$ cat config.mk
export PLATFORM = sky130hd
export DESIGN_NAME = trace_reader
export DESIGN_NICKNAME = d
export VERILOG_FILES = /design/src/rtl/oscilloscope_pkg.sv /design/src/rtl/trace_table.sv /design/src/rtl/trace_reader.sv
export SDC_FILE = /design/constraint.sdc
export NUM_CORES = 2
export LEC_CHECK = 0
export BUFFER_PORTS_ARGS = -buffer_cell sky130_fd_sc_hd__buf_4
export CAP_MARGIN = 10
export CORE_ASPECT_RATIO = 1.25
export CORE_UTILIZATION = 36
export CTS_CLUSTER_SIZE = 28
export DETAILED_ROUTE_END_ITERATION = 8
export MAX_ROUTING_LAYER = met4
export PLACE_DENSITY = 0.48
export RECOVER_POWER = 100
export SLEW_MARGIN = 5
export SYNTH_ARGS = -nofsm -noshare
export SYNTH_HDL_FRONTEND = slang
export SYNTH_SLANG_ARGS = --single-unit
export TNS_END_PERCENT = 50
$ cat constraint.sdc
create_clock -name clk -period 6.7 [get_ports clk]
set_clock_uncertainty 0.05 [all_clocks]
set_input_delay 1.34 -clock clk [delete_from_list [all_inputs] [get_ports clk]]
set_output_delay 1.34 -clock clk [all_outputs]
set_load 0.01 [all_outputs]
$ cat src/rtl/oscilloscope_pkg.sv
// Shared types and sample-to-screen conversion for the oscilloscope trace path.
package oscilloscope_pkg;
  localparam int BUF_DEPTH = 256;
  localparam int ADDR_W    = 8;
  localparam int SAMPLE_W  = 12;
  localparam int Y_W       = 10;

  typedef enum logic [2:0] {IDLE, LOCK, READ, DRAIN, DONE} state_t;

  // Larger samples sit higher on screen, so the sample is inverted before scaling.
  function automatic logic [Y_W-1:0] sample_to_y(input logic [SAMPLE_W-1:0] s,
                                                 input int shift, input int y0);
    int inv;
    inv = (2**SAMPLE_W - 1) - int'(s);
    return Y_W'(y0 + (inv >> shift));
  endfunction
endpackage

$ cat src/rtl/trace_table.sv
// Simple dual-port screen-Y table; registered read returns old data on a same-address write.
module trace_table #(
  parameter int DEPTH = 256,
  parameter int AW    = 8,
  parameter int DW    = 10
) (
  input  logic          clk,
  input  logic          we,
  input  logic [AW-1:0] waddr,
  input  logic [DW-1:0] wdata,
  input  logic [AW-1:0] raddr,
  output logic [DW-1:0] rdata
);
  logic [DW-1:0] mem [DEPTH];

  always_ff @(posedge clk) begin
    if (we) mem[waddr] <= wdata;
    rdata <= mem[raddr];
  end
endmodule

$ cat src/rtl/trace_reader.sv
// Copies a finished capture into the screen-Y table at frame start and answers per-pixel queries.
module trace_reader
  import oscilloscope_pkg::*;
#(
  parameter int SHIFT  = 3,
  parameter int Y0     = 128,
  parameter int X_LOG2 = 2,
  parameter int X0     = 0
) (
  input  logic                clk,
  input  logic                rst,
  input  logic                capture_done,
  input  logic                frame_start,
  output logic [ADDR_W-1:0]   rd_addr,
  input  logic [SAMPLE_W-1:0] rd_data,
  output logic                buf_lock,
  input  logic [10:0]         level_trigger,
  input  logic [10:0]         x_pos,
  input  logic [10:0]         y_pos,
  output logic                trace_pixel,
  output logic                level_pixel,
  output logic                table_valid
);
  localparam int TRACE_COLS = BUF_DEPTH << X_LOG2;

  state_t state, state_nxt;
  logic   pending;

  logic              tbl_we;
  logic [ADDR_W-1:0] tbl_waddr;
  logic [Y_W-1:0]    tbl_wdata, tbl_rdata, ly;
  logic [ADDR_W-1:0] q_idx;
  logic [11:0]       x_rel;
  logic              q_inrange, inrange_q;
  logic [10:0]       y_d;

  always_ff @(posedge clk) begin
    if (rst) state <= IDLE;
    else     state <= state_nxt;
  end

  always_comb begin
    state_nxt = state;
    buf_lock  = 1'b0;
    case (state)
      IDLE:  if (frame_start && pending) state_nxt = LOCK;
      LOCK:  begin buf_lock = 1'b1; state_nxt = READ; end
      READ:  begin
        buf_lock = 1'b1;
        if (rd_addr == ADDR_W'(BUF_DEPTH - 1)) state_nxt = DRAIN;
      end
      DRAIN: begin buf_lock = 1'b1; state_nxt = DONE; end
      DONE:  state_nxt = IDLE;
      default: state_nxt = IDLE;
    endcase
  end

  // A capture_done coinciding with the clear still wins, so no capture is lost.
  always_ff @(posedge clk) begin
    if (rst) begin
      rd_addr     <= '0;
      pending     <= 1'b0;
      table_valid <= 1'b0;
    end else begin
      rd_addr <= (state == READ) ? rd_addr + 8'd1 : '0;
      if (capture_done)       pending <= 1'b1;
      else if (state == LOCK) pending <= 1'b0;
      if (state == DRAIN)     table_valid <= 1'b1;
    end
  end

  // Data lags the address by one cycle; in DRAIN rd_addr has wrapped to 0, so rd_addr-1 is 255.
  assign tbl_we    = (state == READ && rd_addr != '0) || (state == DRAIN);
  assign tbl_waddr = rd_addr - 8'd1;
  assign tbl_wdata = sample_to_y(rd_data, SHIFT, Y0);

  // Columns left of X0 wrap to >= 2048 and fail the same bound check.
  assign x_rel     = {1'b0, x_pos} - 12'(X0);
  assign q_inrange = x_rel < 12'(TRACE_COLS);
  assign q_idx     = ADDR_W'(x_rel >> X_LOG2);
  assign ly        = sample_to_y({1'b0, level_trigger}, SHIFT, Y0);

  trace_table #(.DEPTH(BUF_DEPTH), .AW(ADDR_W), .DW(Y_W)) u_table (
    .clk   (clk),
    .we    (tbl_we),
    .waddr (tbl_waddr),
    .wdata (tbl_wdata),
    .raddr (q_idx),
    .rdata (tbl_rdata)
  );

  always_ff @(posedge clk) begin
    if (rst) begin
      inrange_q   <= 1'b0;
      y_d         <= '0;
      trace_pixel <= 1'b0;
      level_pixel <= 1'b0;
    end else begin
      inrange_q   <= q_inrange;
      y_d         <= y_pos;
      trace_pixel <= table_valid & inrange_q & (y_d == {1'b0, tbl_rdata});
      level_pixel <= inrange_q & (y_d == {1'b0, ly});
    end
  end
endmodule

### After elaboration in Yosys (flattened, before gate mapping)

Memory sizes are Yosys's and may differ from the RTL's. A register that Yosys moved wholly into a read port is not among the register bits.
Index checks and enable logic that the tools add are counted.

| word-level totals | value |
|---|---|
| flip-flop bits (word level) | 27 |
| memory bits (writable) | 2560 |
| input bits | 49 |
| logic and storage cells | 45 |
| memories kept | 1 |

| cells by class | value |
|---|---|
| $add $sub $neg | 6 |
| $lt $le $gt $ge | 1 |
| equality and inequality tests | 8 |
| multiplexer cells | 8 |
| bitwise operators | 4 |
| reductions and logical operators | 9 |

Memories:

| memory | depth | width | read ports | clocked after memory_dff | wr ports | RTL line | source |
|---|---|---|---|---|---|---|---|
| u_table.mem | 256 | 10 | 1 | 1 | 1 | trace_table.sv:14 | `logic [DW-1:0] mem [DEPTH];` |

Operator list:

| kind | number |
|---|---|
| 11-bit by 10-bit equality test with 1-bit output | 2 |
| 8-bit by 10-bit adder with 10-bit output (first input constant) | 2 |
| 12-bit by 11-bit subtractor with 13-bit output (first input constant) | 1 |
| 12-bit by 12-bit subtractor with 13-bit output (first input constant) | 1 |
| 3-bit one-hot mux with 4 select lines | 1 |
| 11-bit less-than comparator (second input constant) | 1 |
| 8-bit by 1-bit adder with 8-bit output (second input constant) | 1 |
| 8-bit equality test (second input constant) | 1 |
| 8-bit nonzero test | 1 |
| 8-bit by 1-bit subtractor with 8-bit output (second input constant) | 1 |
| 3-bit by 2-bit equality test with 1-bit output (second input constant) | 2 |
| 3-bit two-way mux | 2 |
| 1-bit two-way mux | 5 |
| 2-bit != test (second input constant) | 2 |
| 1-bit AND | 3 |
| 3-bit by 1-bit equality test with 1-bit output (second input constant) | 1 |
| 3-bit logical NOT | 1 |
| 3-bit OR reduction | 1 |
| 1-bit logical AND | 2 |
| 2-bit AND reduction | 1 |
| 2-bit nonzero test | 1 |
| 2-bit OR reduction | 1 |
| 1-bit logical OR | 1 |
| 1-bit NOT | 1 |

### Longest topological paths before layout

| logic depth | value |
|---|---|
| depth in word-level cells | 5 |
| mapped depth | 12 |

### Modules after synthesis

Synthesis repeated with hierarchy kept, for this count alone.

| unflattened totals | value |
|---|---|
| cells, all modules | 4787 |
| area, all modules | 100596.5 um^2 |

By module, submodules not included:

| module | instances | cells an instance | area an instance (um^2) |
|---|---|---|---|
| trace_table | 1 | 4642 | 99253.9 |
| trace_reader | 1 | 145 | 1342.5 |

### Least setup slack after synthesis

No wires, ideal clock.

| timing | value |
|---|---|
| kind | input port to flip-flop |
| from | in rd_data[10] |
| to | mem u_table.mem[0][9], data pin |
| library setup time | 873 ps |
| arrival time | 4701 ps |
| data required time | 5777 ps |
| setup slack | 1076 ps |
| stages on the path | 2 |
| path buffers | 0 |
| cell sequence | inv_1 -> ha_1 |

| between the ends | value |
|---|---|
| word-level cells in the longest chain between the ends | 2 |

RTL lines:

| what | RTL line | source |
|---|---|---|
| start: declaration | trace_reader.sv:15 | `input logic [SAMPLE_W-1:0] rd_data,` |
| 12-bit by 12-bit subtractor with 13-bit output | oscilloscope_pkg.sv:14 | `inv = (2**SAMPLE_W - 1) - int'(s);` |
| 8-bit by 10-bit adder with 10-bit output | oscilloscope_pkg.sv:15 | `return Y_W'(y0 + (inv >> shift));` |
| net tbl_wdata[9] | trace_reader.sv:31 | `logic [Y_W-1:0] tbl_wdata, tbl_rdata, ly;` |
| end: declaration | trace_table.sv:14 |  |

The timed path passes the listed nets, and every way through them passes these cells.

==> results.yml <==
place:
  hpwl_um: 167000
  placed_cells: 8297
  place.gp.congestion: 0.845
  portBuffers: 52
  dpl_cell_area_um2: 105000
timing:
  setup_viol: 0
  relSlewSlack_pct: -225
  slew_viol_final: 1306
  min_period_ns: 5.48
  worstMarginPinSlew_ns: 4.87
  fin_tns_setup_ns: 0
  fmax_mhz: 182
  hold_viol: 0
  rsz0062_at_grt: "false"
  fin_crit_sh_pct: 81.8
global_route:
  track_usage_pct: 20.1
  antenna_found_initial: 15
  grt_overflow: 0
  grt_pass1_wl_um: 387000
  grt_max_degree: 185
  grt_pass1_vias: 49600
floorplan:
  coreArea_um2: 278000
  rows: 216
  die_x_um: 475
  ios: 61
  dieHeight_um: 593
  initial_core_util_pct: 36.3
  die_area_um2: 282000
clock_network:
  cts_buffer_depth: 4
  clock-sinks: 2597
  cts_hold_buf: 0
  tritoncts: "done"
  post_cts_buffers: 0
  cts-buffers-inserted: 272
  clk-insertion-delay-late_ns: 0.87
  cts.repair.resized: 0
  cts.clk_slew.worst_paths_ns: 0.06
  h-tree-depth: 5
  root_buffer: "clkbuf_16"
worst_setup_path:
  path_cells: "buf_8 -> clkbuf_2 -> buf_4 -> mux4_2 -> a221oi_1 -> o22ai_1 -> nor3_1 -> buf_4 -> nor4_1"
  reg2reg_to: "u_table.mem[73][8]$_DFFE_PP_"
  path_class: "input port to flip-flop"
  slowest_delay_ns: 1.20
  crit_required_ns: 7.37
  path_delay_family: "buffers and inverters"
  cp.arrival_ns: 6.16
  cpMaxStageDelayCell: "clkbuf_2"
  r2r_start: "rd_addr[0]$_SDFF_PP0_"
  end_kind: "flip-flop"
  critPathMaxFanout: 62
  rrSetupSlack_ns: 1.30
  critPathLaunchType: "input port"
  r2r_cells: 8
  crit_path_frequent_cell: "buf_4"
  path_buf_inv: 4
synth:
  synth_compound_area_share_pct: 3.41
  ys_types: 60
  avgSynthCellArea_um2: 21.7
  synth_edf_count: 2560
  synth_ff_type: "edfxtp_1"
  yosysSeqAreaShare_pct: 77.1
  netlist_area_um2: 101000
  synth_simple_gate_area_share_pct: 2.24
  synthTopCellsByArea: "edfxtp_1 76%, mux4_2 13%, mux2i_1 1.9%, nor2_1 1.1%, dfxtp_1 0.74%"
  synthMuxAreaShare_pct: 14.9
  synthAdderAreaFrac_pct: 0.0870
  synthDominantCellAreaShare_pct: 76.4
  synth_xor_area_share_pct: 0.261
  synthesis.nets: 4702
  netlist.top_cell.by_area: "edfxtp_1"
  ys_warn_count: 0
  synth_cells: 4646
  synth-seq-cells: 2597
  synthArstFlopShare_pct: 0
  synth_top_family_by_area: "multiplexers"
drt:
  drt_iter0_drc: 4683
  via_per_inst: 5.46
  routed_wl_um: 275000
  firstDrtPassIters: 5
  via_count: 47900
  wire_per_inst_um: 31.4
  drc: 0
  postRouteAntennaNets: 0
finish:
  area_growth_pct: 12.6
  fin_nets: 4922
  stdcell_area_um2: 113000
  fill_cells: 24400
  drive_gt1_share_pct: 22.6
  stdcell_count: 8777
worst_hold_path:
  hp-start: "pending$_SDFFE_PP0P_"
  whs_endpoint: "pending$_SDFFE_PP0P_"
  holdPathStages: 2
  hold_path_class: "flip-flop to flip-flop"
run_status:
  status: "finished with violations"
  violations: "max-capacitance violations, max-slew violations"
power:
  p_seq_share_pct: 53.0
  power_density_nw_per_um2: 298
  power_leakage_nw: 34.9
  pwr-share-clk_pct: 42.0
  switchingPower_w: 0.00733
  ir_drop_v: 0.000170
  power_switching_share_pct: 21.7
  total_power_w: 0.0338
  combPwrFrac_pct: 5.0
  p_int_w: 0.0265
flow_run:
  cap_violations: 21
==> metal layers <==
layer	share of wire, %	global-route usage [%]	up-vias
li1	-	-	20100
met3	4.8	2.72	401
met4	3.1	5.93	0
met1	42	25.8	26100
met5	0	-	-
met2	50	33.1	1345
==> synthesized netlist by cell type, types with 3 or more instances <==
cell type     n
a2111oi_0     5
a211o_1      10
a211oi_1     33
a21oi_1      37
a221o_1       6
a221oi_1     59
a22o_1       70
a22oi_1      31
a2bb2oi_1     8
a31oi_1      12
and2_1        5
and3_1        4
and3b_1       3
buf_1         9
buf_12       23
buf_2        88
buf_4        26
buf_6        23
buf_8        15
clkbuf_1     88
dfxtp_1      37
edfxtp_1   2560
ha_1          7
inv_1        13
mux2_2       18
mux2i_1     188
mux4_2      574
nand2_1      72
nand2b_1      7
nand3_1      30
nand4_1       5
nor2_1      298
nor2b_1      31
nor3_1       23
nor4_1       11
o211a_1       5
o21ai_0      17
o221ai_1     64
o221ai_2      6
o22ai_1      62
o41a_1        7
or2_2         6
xnor2_1      16
xor2_1       14
==> cells by family (layout without fill, tap and decap cells) <==
| group | after synthesis | in the layout |
|---|---|---|
| mux | 780 | 780 |
| compound gates | 437 | 437 |
| buf+inv | 286 | 705 |
| other cells | 0 | 6 |
| fa+ha+maj | 7 | 7 |
| simple gates | 509 | 509 |
| xor+xnor | 30 | 30 |
| flops | 2597 | 2597 |
==> worst reg2reg max path: stages (launching register included) <==
cell and delay [ns]:
dfxtp_1 0.61, inv_1 0.16, ha_1 0.32, nor3_1 0.19
a21oi_1 0.09, o22ai_1 0.46, nand3_1 1.10, clkbuf_1 0.91
nor2_1 1.12
==> power groups by stage <==
stage | clock [W] | combinational (W) | sequential [W]
2_1_floorplan | 0 | 0.00100 | 0.0183
3_3_place_gp | 0 | 0.00170 | 0.0183
3_5_place_dp | 0 | 0.00172 | 0.0183
4_1_cts | 0.0145 | 0.00172 | 0.0179
5_1_grt | 0.0151 | 0.00177 | 0.0179
6_report | 0.0142 | 0.00168 | 0.0179
==> layout by cell type, fill, tap and decap left out, types with 37 or more instances in the layout <==
cell type / Yosys / routed
o22ai_1: 62 / 62
buf_4: 26 / 129
dfxtp_1: 37 / 37
mux4_2: 574 / 574
clkinv_1: 0 / 47
nor2_1: 298 / 295
mux2i_1: 188 / 188
clkbuf_1: 88 / 141
a22o_1: 70 / 70
clkbuf_16: 0 / 281
o221ai_1: 64 / 64
nand2_1: 72 / 71
edfxtp_1: 2560 / 2560
a221oi_1: 59 / 59
a21oi_1: 37 / 37
==> worst max path at each step <==
stage / end / from / cells past startpoint
floorplan: u_table.mem[0][9]$_DFFE_PP_ / rd_data[10] / 2
global placement: u_table.rdata[0]$_DFF_P_ / x_pos[2] / 10
detailed placement: u_table.rdata[0]$_DFF_P_ / x_pos[2] / 10
CTS: u_table.mem[56][1]$_DFFE_PP_ / rd_addr[0]$_SDFF_PP0_ / 8
global route: u_table.rdata[8]$_DFF_P_ / x_pos[2] / 10
finish: u_table.rdata[0]$_DFF_P_ / x_pos[2] / 9
==> metrics by stage <==
step / hold slack [ns] / setup slack, ns / util (%)
after detailed placement: 0.433 / 1.27 / 38.0
final: 0.437 / 1.22 / 40.8
after floorplan: 0.401 / 1.08 / -
after global placement: 0.437 / 1.25 / 38.0
after CTS: 0.445 / 2.04 / 40.9
after global routing: 0.456 / 1.01 / 40.8
==> registers in the layout, summed over array words and instances (netlist names) <==
signal         flops
state              3
inrange_q          1
rd_addr            8
u_table.mem     2560
y_d               11
table_valid        1
trace_pixel        1
u_table.rdata     10
pending            1
level_pixel        1
==> layout make-up <==
type / instances / area [um2] / area share (%)
diodes: 6 / 15.0 / 0.0132
clock buffers: 371 / 7440 / 6.56
clock inverters: 102 / 691 / 0.609
inverters: 14 / 83.8 / 0.0740
multi-input cells: 1763 / 21200 / 18.7
flip-flops and latches: 2597 / 77600 / 68.5
well taps: 3706 / 4640 / 4.09
repair buffers: 218 / 1690 / 1.49
(Power assumes the default switching activity.)
